$ cat config.mk
export PLATFORM = sky130hd
export DESIGN_NAME = product_accumulator
export DESIGN_NICKNAME = d
export VERILOG_FILES = /design/src/rtl/product_accumulator_pkg.sv /design/src/rtl/product_accumulator_sat_add.sv /design/src/rtl/product_accumulator.sv
export SDC_FILE = /design/constraint.sdc
export NUM_CORES = 1
export LEC_CHECK = 0
export BUFFER_PORTS_ARGS = -buffer_cell sky130_fd_sc_hd__buf_2
export CORE_MARGIN = 2
export CORE_UTILIZATION = 36
export CTS_CLUSTER_SIZE = 28
export DETAILED_ROUTE_END_ITERATION = 7
export HOLD_SLACK_MARGIN = 0.03
export SYNTH_ARGS = -nofsm -noshare
export SYNTH_HDL_FRONTEND = slang
export SYNTH_SLANG_ARGS = --single-unit
$ cat constraint.sdc
create_clock -name clk -period 6.2 [get_ports clk]
set_input_delay 0 -clock clk [delete_from_list [all_inputs] [get_ports clk]]
set_output_delay 0 -clock clk [all_outputs]
set_load 0.1 [all_outputs]
$ cat src/rtl/product_accumulator_pkg.sv
// Shared defaults and FSM state encoding for the product accumulator stage.
package product_accumulator_pkg;

  localparam int PROD_W_DEF    = 17;
  localparam int ACC_W_DEF     = 24;
  localparam int MAX_TERMS_DEF = 16;

  typedef enum logic [1:0] {
    IDLE  = 2'd0,
    ACCUM = 2'd1,
    HOLD  = 2'd2
  } state_t;

endpackage

$ cat src/rtl/product_accumulator_sat_add.sv
// Combinational unsigned add that clamps to all-ones on carry-out; ovf flags the clamp.
module sat_add #(
  parameter int W = 24
) (
  input  logic [W-1:0] a,
  input  logic [W-1:0] b,
  output logic [W-1:0] sum,
  output logic         ovf
);

  logic [W:0] full;

  assign full = {1'b0, a} + {1'b0, b};
  assign ovf  = full[W];
  assign sum  = ovf ? {W{1'b1}} : full[W-1:0];

endmodule

$ cat src/rtl/product_accumulator.sv
// Sums a frame of unsigned products into one saturating sum; result registered 1 cycle after the closing accept.
// in_ready drops while the result is held; it returns the cycle after out_ready is taken (1-cycle bubble).
module product_accumulator
  import product_accumulator_pkg::*;
#(
  parameter  int PROD_W    = PROD_W_DEF,
  parameter  int ACC_W     = ACC_W_DEF,
  parameter  int MAX_TERMS = MAX_TERMS_DEF,
  localparam int CNT_W     = $clog2(MAX_TERMS + 1)
) (
  input  logic              clk,
  input  logic              rst,
  input  logic              flush,
  input  logic              in_valid,
  output logic              in_ready,
  input  logic [PROD_W-1:0] in_prod,
  input  logic              in_last,
  output logic              out_valid,
  input  logic              out_ready,
  output logic [ACC_W-1:0]  out_sum,
  output logic              out_sat,
  output logic [CNT_W-1:0]  out_count
);

  state_t             state;
  logic [ACC_W-1:0]   acc;
  logic [ACC_W-1:0]   acc_nxt;
  logic [CNT_W-1:0]   cnt;
  logic [CNT_W-1:0]   cnt_nxt;
  logic               sat;
  logic               sat_nxt;
  logic               ovf;
  logic               accept;
  logic               closing;

  assign in_ready = (state != HOLD);
  assign accept   = in_valid & in_ready;
  assign cnt_nxt  = cnt + CNT_W'(1);
  assign sat_nxt  = sat | ovf;
  // The term limit closes the frame even when the producer never marks a last product.
  assign closing  = in_last | (cnt_nxt == CNT_W'(MAX_TERMS));

  sat_add #(.W(ACC_W)) u_sat_add (
    .a   (acc),
    .b   (ACC_W'(in_prod)),
    .sum (acc_nxt),
    .ovf (ovf)
  );

  always_ff @(posedge clk) begin
    if (rst) begin
      state     <= IDLE;
      acc       <= '0;
      cnt       <= '0;
      sat       <= 1'b0;
      out_valid <= 1'b0;
      out_sum   <= '0;
      out_sat   <= 1'b0;
      out_count <= '0;
    end else if (flush) begin
      state     <= IDLE;
      acc       <= '0;
      cnt       <= '0;
      sat       <= 1'b0;
      out_valid <= 1'b0;
    end else begin
      case (state)
        IDLE, ACCUM: begin
          if (accept) begin
            acc <= acc_nxt;
            cnt <= cnt_nxt;
            sat <= sat_nxt;
            if (closing) begin
              out_sum   <= acc_nxt;
              out_sat   <= sat_nxt;
              out_count <= cnt_nxt;
              out_valid <= 1'b1;
              state     <= HOLD;
            end else begin
              state <= ACCUM;
            end
          end
        end
        HOLD: begin
          if (out_ready) begin
            out_valid <= 1'b0;
            acc       <= '0;
            cnt       <= '0;
            sat       <= 1'b0;
            state     <= IDLE;
          end
        end
        default: state <= IDLE;
      endcase
    end
  end

endmodule

==> results.txt, run 1 <==
----------------------------------------------------
[Route]
  Per-cell routed wire length ... 15.04 um
  Detailed-route wire length ... approximately 9100 um
  Initial detailed-routing violation count ... between 100 and 150
  Via Count ... about 3100
  Antenna Nets Post-Route ... 0
  Post-detailed-route DRC marker count ... 0
  Avg Vias per Cell ... slightly above 5
  Number of detailed-route iterations in the first pass ... 5

[Pwr]
  Part of the power in registers ... a little over two fifths
  Total net switching power ... around 330 uW
  Worst supply voltage drop on vdd ... between 0.0001 and 0.00015 V
  Internal portion of total power ... 681.8 uW
  Part of the power in combinational logic ... 21.3%
  Clock power share ... between 30% and 40%
  Total power density per cell area ... around 250 mW/mm^2
  Switching share of power ... 32.31%
  Leakage power ... 1.619 nW

[Clock network]
  CTS clk-pin slew, worst paths ... 70 ps
  Number of instances resized during post-cts repair ... 0
  Clock Tree Buf Depth ... 2
  H-Tree Level Count ... 3
  CTS tree ... built
  Number of buffers created by CTS ... 9
  Root Driver ... clkbuf_8
  Insertion delay to the later sink of the worst-skew pair ... 340 ps
  CTS sink cnt ... 63

[Timing]
  Final Cycle Share ... around half
  Unrepaired setup endpoints after global routing ... false
  Number of endpoints failing setup at the final stage ... 0
  Final-layout worst hold slack ... roughly 54 ps
  Post-Route Setup TNS ... 0 ps
  Hold Vio Cnt, Final ... 0
  Pin slew with the least headroom to its limit ... 1133 ps
  Max-slew headroom at the worst pin ... 24.45%
  Max frequency ... between 0.3 and 0.4 GHz
  Slew Limit Fails ... 0
  Clock Skew ... just under 7 ps
  Final min period ... 3037 ps

[Setup path]
  Required time worst endpoint ... 6460 ps
  Slowest stage cell, crit path ... a21oi_2
  Highest fanout seen on the critical path ... 24
  Critical path cell sequence ... ha_1 > nand2_1 > nor3_1 > nand3_1 > a21oi_2 > nor2b_1 > o21a_1 > a211oi_1
  Critical Path End Type ... register
  CP max stage delay ... between 900 and 1000 ps
  Worst setup path class ... register to register
  Worst setup SP type ... register
  Worst Path Arrival ... roughly 3300 ps

[Floorplan]
  Die boundary width ... 101.5 um
  Die Y ... just over 100 um
  Standard cell core area ... around 0.0092 sq mm
  Num ports ... 55
  Site Rows ... 35
  Effective utilization at floorplan ... between 30% and 40%
  Die ar. ... 0.01030 sq mm

[Final layout]
  Area delta synth->final ... 16.93%
  Filler cell count in the final layout ... 960
  Sequential cell area ... about 0.0013 sq mm
  Ant. Diodes ... 0
  Post-layout net count ... ~500
  Layout cells sized above 1 ... between 15 and 20%
  Area of the multi-input gates ... slightly above 0.002 sq mm

[Yosys]
  Share of synthesized registers carrying an async set or reset ... 0%
  Post-synth EDFFs ... 0
  Post-Synth XOR/XNOR Area ... slightly above 5%
  Cell taking the most area after synthesis ... dfxtp_1
  Area fraction in and, or, nand and nor cells after synthesis ... a little under a fifth
  Fraction of synthesized area in multiplexers ... less than 1%
  Flip-flop and latch count after synthesis ... between 60 and 70
  Synth Warn # ... 0
  Synth Area in Compound Gates ... between 20 and 30%
  Number of standard cells after synthesis ... approximately 420
  Area of the mapped netlist ... around 0.0034 sq mm
  Adder and majority gate portion of the synthesized area ... under 10%
  Number of nets produced by synthesis ... around 470
  Top-area cell type share of the netlist area ... roughly 37%
  Top cells by count, synth ... nor2_1, dfxtp_1, nand2_1
  Cell with the most instances after synthesis ... nor2_1
  Most instantiated flip-flop cell in the synthesis netlist ... dfxtp_1
  Portion of the post-synthesis area used by sequential elements ... 36.87%
  Combinational family with the most area after synthesis ... compound AO/OA/AOI/OAI gates
  Dominant cells by area after synthesis ... dfxtp_1, nor2_1, ha_1, a211oi_1, a21oi_1
  Count of cell types in the netlist ... 52
  Avg Cell Area, Syn ... 8.106 sq um

[Place]
  DP Wirelength ... approximately 6500 um
  Port Buffers ... 54
  Gpl congestion ... 0.8524

[Global routing]
  Initial antenna violation count ... 0
  Global-route wire length before repair ... 14730 um
  Via count of the first global-routing pass ... 2988
  All-layer global routing usage ... a little under a fifth
  Pin count of the biggest net entering global routing ... between 50 and 60
  GR Overflow Total ... 0

[Run]
  Maxcap violations ... 0

[Worst hold path]
  Type of the worst min-delay path ... input pin to register

[Outcome]
  Run status ... completed

----------------------------------------------------
path summary, 6_finish.rpt:
path	endpoint	depth (start not counted)	slack, ps	startpoint
setup / recovery	out_sum[21]	8	3160	acc[15]
hold / removal	acc[0]	4	50	in_prod[0]
hold reg to reg	acc[0]	2	450	acc[0]
setup reg to reg	out_sum[21]	8	3160	acc[15]
per-stage QoR:
| step | cells | util, % | setup WS (ps) | cell area [sq um] | total power [mW] |
|---|---|---|---|---|---|
| after floorplan | 422 | - | 3854 | 3421 | 0.6049 |
| after global placement | 585 | 40.93 | 3279 | 3782 | 0.6498 |
| after detailed placement | 585 | 40.93 | 3137 | 3782 | 0.6508 |
| after CTS | 602 | 43.29 | 3136 | 4000 | 1.014 |
| after global routing | 602 | 43.29 | 2860 | 4000 | 1.052 |
| final | 602 | 43.29 | 3163 | 4000 | 1.007 |
registers in the layout, indices dropped and copies added, names as in the netlist:
signal     cells
out_sat        1
sat            1
acc           24
out_valid      1
cnt            5
out_count      5
out_sum       24
state          2
power groups by stage:
stage	clock [mW]	sequential, mW	combinational [mW]
3_3_place_gp	0	0.438	0.211
2_1_floorplan	0	0.507	0.0977
3_5_place_dp	0	0.439	0.212
5_1_grt	0.389	0.431	0.232
6_report	0.363	0.430	0.214
4_1_cts	0.370	0.430	0.214
kinds of logic after synthesis:
kind of cell | after synthesis
and+or+nand+nor | 144
AOI/OAI and AO/OA | 141
DFF | 63
buffers and inverters | 32
xor gates and xnor gates | 20
adders and majority gates | 20
muxes | 2
critical path, delay by kind of cell (launching register included):
kind | cells | cell delay (ps)
DFF | 1 | 320
AOI/OAI and AO/OA | 3 | 1310
adders and majority gates | 1 | 410
and+or+nand+nor | 4 | 910
repair_timing:
| action | 4_1_cts | 5_1_grt |
|---|---|---|
| setup endpoints to repair | 0 | 0 |
| hold buffers | 2 | 0 |
| hold endpoints to repair | 3 | 0 |
| setup buffers | 0 | 0 |
metal layers:
layer	up-vias	wire length [um]	track usage, %
met5	-	0	0
li1	1604	-	-
met1	1453	4440	24.05
met2	62	4172	29.75
met3	11	308	3.934
met4	0	131	5.717
cell type report:
type | instances | share of cell area, %
clock buffers | 12 | 3.879
clock inverters | 3 | 1.063
inverters | 10 | 0.9384
multi-input cells | 327 | 50.92
flip-flops and latches | 63 | 31.53
well taps | 129 | 4.035
repair buffers | 58 | 7.632
cell usage in the layout, fill, tap and decap left out, drive strengths merged, types with 3 or more instances in the layout:
cell	Yosys	routed
o2bb2ai	3	3
nand2b	4	4
o22ai	4	4
nand2	37	37
nor2b	4	4
inv	10	10
a21oi	36	36
xor2	7	7
o21ai	33	33
a21o	9	9
o211ai	4	4
buf	8	56
ha	19	19
nor2	68	68
dfxtp	63	63
a221o	4	4
xnor2	13	13
and2	4	4
o21bai	4	4
clkbuf	14	12
nor3	4	4
nand3	11	11
a211oi	27	27
nand4	3	3
Note: power is estimated with default switching activity, not from simulation.
==> run 2, diff against run 1 <==
--- a/config.mk
+++ b/config.mk
@@ -5,6 +5,7 @@
 export SDC_FILE = /design/constraint.sdc
 export NUM_CORES = 1
 export LEC_CHECK = 0
+export ABC_AREA = 1
 export BUFFER_PORTS_ARGS = -buffer_cell sky130_fd_sc_hd__buf_2
 export CORE_MARGIN = 2
 export CORE_UTILIZATION = 36
==> constraint.sdc (replaced) <==
create_clock -name clk -period 3 [get_ports clk]
set_input_delay 0 -clock clk [delete_from_list [all_inputs] [get_ports clk]]
set_output_delay 0 -clock clk [all_outputs]
set_load 0.1 [all_outputs]
==> results.txt, run 2 <==
----------------------------------------------------
[Setup path]
  Combined buffer and inverter count along the critical path ... 2
  Highest fanout seen on the critical path ... 16
  Critical path cell sequence ... ha_1 > fa_1 > nand2_1 > nand2_1 > nand3_1 > nand2_2 > nand2_1 > inv_1 > nor2_2 > buf_4 > nand3_1 > nand2_1 > a21oi_1
  Path depth of the worst reg2reg path ... 13
  Most used cell, CP ... nand2_1
  Worst R2R End ... out_sum[21]
  CP max stage delay ... 420 ps
  Worst Path Arrival ... around 2500 ps
  CP delay by family, top ... simple AND/OR/NAND/NOR gates
  Worst setup SP type ... register
  Required time worst endpoint ... between 3000 and 4000 ps
  Slowest stage cell, crit path ... fa_1
  Worst reg-to-reg setup slack ... slightly above 700 ps
  Critical Path End Type ... register
  Worst setup path class ... register to register
  Origin of the critical flop-to-flop path ... acc[0]

[Place]
  DP Wirelength ... between 8000 and 9000 um
  Worst slack at placement ... around 710 ps
  Total placed instance area ... around 0.0045 sq mm
  Gpl congestion ... approximately 0.91
  Port Buffers ... 54

[Yosys]
  Flip-flop and latch count after synthesis ... 63
  Most instantiated flip-flop cell in the synthesis netlist ... dfxtp_1
  Synth Warn # ... 0
  Avg Cell Area, Syn ... 6.136 sq um
  Area of the mapped netlist ... ~0.004 sq mm
  Post-synth EDFFs ... 0
  Number of nets produced by synthesis ... about 710
  Cell taking the most area after synthesis ... dfxtp_1
  Share of synthesized registers carrying an async set or reset ... 0%
  Count of cell types in the netlist ... 31
  Number of standard cells after synthesis ... between 600 and 700
  Top-area cell type share of the netlist area ... a little under a third
  Cell with the most instances after synthesis ... nand2_1
  Portion of the post-synthesis area used by sequential elements ... a little under a third
  Top cells by count, synth ... nand2_1, inv_1, dfxtp_1
  Dominant cells by area after synthesis ... dfxtp_1, nand2_1, inv_1, a21oi_1, ha_1

[Route]
  Number of detailed-route iterations in the first pass ... 5
  Post-detailed-route DRC marker count ... 0
  Detailed-route wire length ... 10900 um
  Antenna Nets Post-Route ... 0
  Per-cell routed wire length ... between 10 and 15 um
  Avg Vias per Cell ... around 4.7
  Via Count ... between 4000 and 5000
  Initial detailed-routing violation count ... 203

[Clock network]
  H-Tree Level Count ... 3
  CTS clk-pin slew, worst paths ... approximately 60 ps
  Clock Tree Buf Depth ... 2
  Insertion delay to the later sink of the worst-skew pair ... between 300 and 400 ps
  CTS sink cnt ... 63
  Number of buffers created by CTS ... 9
  CTS tree ... built
  Root Driver ... clkbuf_16
  Number of instances resized during post-cts repair ... 0

[Final layout]
  Most common cell after layout, fill and taps aside ... nand2_1
  Post-layout net count ... between 700 and 800
  Design Area, Final ... around 0.0048 sq mm
  Area delta synth->final ... 16.98%
  Layout cells sized above 1 ... ~14%
  Commonest cells after routing, fill and taps aside ... nand2_1, inv_1, dfxtp_1, a21oi_1, buf_2
  Ant. Diodes ... 0
  Top Registers ... acc x24, out_sum x24

[Worst hold path]
  Endpoint, Worst Hold ... state[0]
  Start point of the worst min-delay path ... in_valid
  Type of the worst min-delay path ... input pin to register
  Hold path cells ... 4

[Timing]
  Final Cycle Share ... approximately three quarters
  Max frequency ... ~0.44 GHz
  Slew Limit Fails ... 0
  Final-layout worst hold slack ... between 50 and 60 ps
  Pin slew with the least headroom to its limit ... ~570 ps
  Clock Skew ... between 5 and 6 ps
  Number of endpoints failing setup at the final stage ... 0
  Max-slew headroom at the worst pin ... 61.71%
  Hold Vio Cnt, Final ... 0
  Final min period ... ~2300 ps
  Post-Route Setup TNS ... 0 ps
  Final worst-path setup slack ... roughly 700 ps
  Unrepaired setup endpoints after global routing ... false

[Floorplan]
  Die ar. ... 0.01229 sq mm
  Effective utilization at floorplan ... between 30 and 40%
  Standard cell core area ... approximately 0.011 sq mm
  Die Y ... around 110 um
  Num ports ... between 50 and 60
  Die boundary width ... roughly 110 um
  Site Rows ... 39

[Global routing]
  Via count of the first global-routing pass ... roughly 3900
  All-layer global routing usage ... 18.42%
  GR Overflow Total ... 0
  Pin count of the biggest net entering global routing ... 32
  Initial antenna violation count ... 0
  Global-route wire length before repair ... around 18000 um

[Pwr]
  Leakage power ... ~2.4 nW
  Total power density per cell area ... roughly 480 mW/mm^2
  Overall power after layout ... 2.306 mW
  Worst supply voltage drop on vdd ... between 0.0003 and 0.0004 V

[Run]
  Maxcap violations ... 0

[Outcome]
  Run status ... completed

----------------------------------------------------
## run 2: cell count changes in the layout (fill, tap and decap cells not counted), moves of 21 or more
cell / delta
o21ai_1: -21
nand3_1: +27
nand2_1: +244
nor2_1: -36
a21oi_1: +27
inv_1: +85
a211oi_1: -24
## run 2: power by group
group / internal (mW) / switching [mW]
clock: 0.640 / 0.382
combinational: 0.113 / 0.298
sequential: 0.860 / 0.0141
total: 1.61 / 0.693
## run 2: worst max path at each step
stage / start / end / slack, ps / cells past startpoint
finish: acc[0] / out_sum[21] / 700 / 13
global route: cnt[1] / out_sum[2] / 520 / 10
CTS: acc[0] / out_sum[21] / 680 / 13
detailed placement: acc[0] / out_sum[21] / 710 / 13
global placement: acc[0] / out_sum[21] / 750 / 13
floorplan: state[1] / sat / 910 / 10
## run 2: repair_timing
action                                 4_1_cts  5_1_grt
hold buffers                                 3        0
endpoints found under the hold margin        3        0
buffers inserted                             0        0
## run 2: per-stage QoR
step	cells	util [%]
5_1_grt	872	42.67
6_report	872	42.67
4_1_cts	872	42.67
2_1_floorplan	670	-
3_5_place_dp	853	39.83
3_3_place_gp	853	39.83
## run 2: cell families (layout without fill, tap and decap cells)
kind of cell | Yosys count | in the layout | share of synthesized area (%)
DFF | 63 | 63 | 30.68
and+or+nand+nor | 384 | 384 | 38.68
adders and majority gates | 20 | 20 | 6.269
AOI/OAI and AO/OA | 77 | 77 | 10.26
buffers and inverters | 116 | 175 | 11.81
xor gates and xnor gates | 10 | 10 | 2.313
## run 2: layout make-up
cell class                 instances  area (sq um)
clock buffer                      10         229.0
clock inverter                     6         61.31
fill                            1201          6462
inverter                          95         356.6
multi-input combinational        491          2370
sequential                        63          1261
tap                              143         178.9
timing repair buffer              64         352.8
## run 2: metal layers
layer  track usage (%)  vias to the layer above  share of wire (%)
li1                  -                     2182                  -
met1             22.63                     1812                 47
met2             31.78                       81                 46
met3             3.554                       17                4.3
met4             7.167                        0                2.7
met5                 0                        -                  0
## run 2: worst register-to-register path: stages, from the launching register on
cell and delay [ps]:
dfxtp_1 310, ha_1 220, fa_1 420, nand2_1 110, nand2_1 80, nand3_1 110
nand2_2 90, nand2_1 70, inv_1 40, nor2_2 110, buf_4 240, nand3_1 180
nand2_1 120, a21oi_1 60
==> run 3, diff against run 2 <==
==> constraint.sdc (replaced) <==
create_clock -name clk -period 1.9 [get_ports clk]
set_input_delay 0 -clock clk [delete_from_list [all_inputs] [get_ports clk]]
set_output_delay 0 -clock clk [all_outputs]
set_load 0.1 [all_outputs]
==> results.txt, run 3 (synthesis results as in run 2) <==
----------------------------------------------------
[Outcome]
  Run status ... finished with violations
  Failing checks ... setup timing

[Pwr]
  Total net switching power ... between 1 and 1.5 mW
  Clock power share ... around 45%
  Worst supply voltage drop on vdd ... between 0.0005 and 0.0006 V
  Total power density per cell area ... 680.7 mW/mm^2
  Internal portion of total power ... roughly 2.9 mW
  Part of the power in registers ... roughly 34%
  Overall power after layout ... 4.071 mW
  Leakage power ... slightly below 3 nW
  Switching share of power ... between 20% and 30%
  Part of the power in combinational logic ... a little over a fifth

[Timing]
  Number of endpoints failing setup at the final stage ... 47
  Max-slew headroom at the worst pin ... 67.34%
  Final worst-path setup slack ... -97.65 ps
  Hold Vio Cnt, Final ... 0
  Clock Skew ... between 8 and 9 ps
  Max frequency ... roughly 0.5 GHz
  Final min period ... ~2000 ps
  Final Cycle Share ... 105.1%
  Unrepaired setup endpoints after global routing ... true
  Final-layout worst hold slack ... 74.64 ps
  Pin slew with the least headroom to its limit ... approximately 500 ps
  Slew Limit Fails ... 0

[Setup path]
  Required time worst endpoint ... between 2000 and 2500 ps
  Highest fanout seen on the critical path ... 5
  Worst setup SP type ... register
  Worst Path Arrival ... about 2200 ps
  Worst setup path class ... register to register
  Critical Path End Type ... register

[Route]
  Initial detailed-routing violation count ... around 250
  Number of detailed-route iterations in the first pass ... 4
  Avg Vias per Cell ... 4.759
  Via Count ... 4488
  Detailed-route wire length ... between 10000 and 15000 um
  Per-cell routed wire length ... about 14 um
  Antenna Nets Post-Route ... 0
  Post-detailed-route DRC marker count ... 0

[Clock network]
  Root Driver ... clkbuf_16
  CTS tree ... built
  Insertion delay to the later sink of the worst-skew pair ... 330 ps
  Number of buffers created by CTS ... 9
  CTS sink cnt ... 63
  H-Tree Level Count ... 3
  CTS clk-pin slew, worst paths ... around 60 ps
  Clock Tree Buf Depth ... 2

[Global routing]
  GR Overflow Total ... 0
  Global-route wire length before repair ... about 20000 um
  All-layer global routing usage ... roughly 20%
  Via count of the first global-routing pass ... about 4100
  Pin count of the biggest net entering global routing ... 31
  Initial antenna violation count ... 0

[Floorplan]
  Num ports ... 55
  Effective utilization at floorplan ... between 30% and 40%
  Die boundary width ... about 110 um
  Site Rows ... 39
  Die ar. ... 0.01229 sq mm
  Die Y ... roughly 110 um
  Standard cell core area ... around 0.011 sq mm

[Final layout]
  Most common cell after layout, fill and taps aside ... nand2_1
  Commonest cells after routing, fill and taps aside ... nand2_1, inv_1, buf_4, dfxtp_1, buf_2
  Layout cells sized above 1 ... 32.13%
  Area delta synth->final ... 45.47%
  Post-layout net count ... 838
  Ant. Diodes ... 0
  Top Registers ... acc x24, out_sum x24

[Run]
  Maxcap violations ... 0

[Place]
  Port Buffers ... 54
  Gpl congestion ... 0.9030
  DP Wirelength ... between 9000 and 10000 um

[Worst hold path]
  Type of the worst min-delay path ... input pin to register

----------------------------------------------------
==> run 3: cell count changes in the layout (fill, tap and decap cells not counted), sizes merged <==
cell / previous run / this run
clkinv: 4 / 1
clkinvlp: 1 / 0
clkbuf: 10 / 17
buf: 61 / 127
bufinv: 1 / 2
dlygate4sd3: 3 / 4
==> run 3: final timing paths <==
check	from	endpoint	slack (ps)	depth (start not counted)
worst max-delay path	acc[0]	out_sum[17]	-100	14
worst min register to register	out_count[3]	out_count[3]	460	2
worst min-delay path	in_valid	state[0]	70	4
worst max register to register	acc[0]	out_sum[17]	-100	14
==> run 3: timing repair <==
action / CTS / global route
hold buffers: 4 / 0
pin swaps: 0 / 14
resized for setup: 22 / 98
hold endpoints to repair: 3 / 0
buffers inserted: 0 / 9
gates cloned: 1 / 7
setup endpoints to repair: 50 / 55
==> run 3: power groups by stage <==
stage          clock network (mW)  logic (mW)  registers [mW]
4_1_cts                      1.83       0.767            1.38
5_1_grt                      1.89       0.949            1.39
2_1_floorplan                   0       0.367            1.53
3_5_place_dp                    0       0.740            1.41
3_3_place_gp                    0       0.735            1.41
6_report                     1.81       0.874            1.39
==> run 3: layout make-up <==
class	count	area [sq um]
inverters	95	356.6
clock inverters	3	65.06
clock buffers	13	260.3
fillers	1084	5291
multi-input cells	491	2809
well taps	143	178.9
flip-flops and latches	63	1267
repair buffers	135	1044
==> run 3: metrics by stage <==
| step | std cells | setup slack [ps] | util (%) | setup TNS, ps | area (sq um) |
|---|---|---|---|---|---|
| 5_1_grt | 943 | -175.8 | 53.06 | -7288 | 5981 |
| 2_1_floorplan | 670 | 1.748 | - | 0 | 4121 |
| 3_3_place_gp | 906 | -105.6 | 43.53 | -2943 | 4907 |
| 4_1_cts | 927 | -87.05 | 47.56 | -2396 | 5361 |
| 3_5_place_dp | 906 | -143.1 | 43.53 | -4718 | 4907 |
| 6_report | 943 | -97.65 | 53.06 | -3246 | 5981 |
==> run 3: worst max-delay path, stage by stage (launching register included) <==
cell and delay (ps):
dfxtp_2 330, ha_4 160, fa_2 340, nand2_2 90, nand2_2 70, nand3_2 80
nand2_2 70, nand2_2 70, inv_2 40, nor2_4 120, buf_8 150, clkbuf_16 160
nand3_2 70, nand2_1 70, a21oi_1 60
==> run 3: routing by layer <==
metal  global-route usage, %  wire length, um  vias up
met5                       0                0        -
met3                   4.210              494       14
met4                   4.917              187        0
met1                   25.14             5891     2062
met2                   34.93             6294       85
li1                        -                -     2327
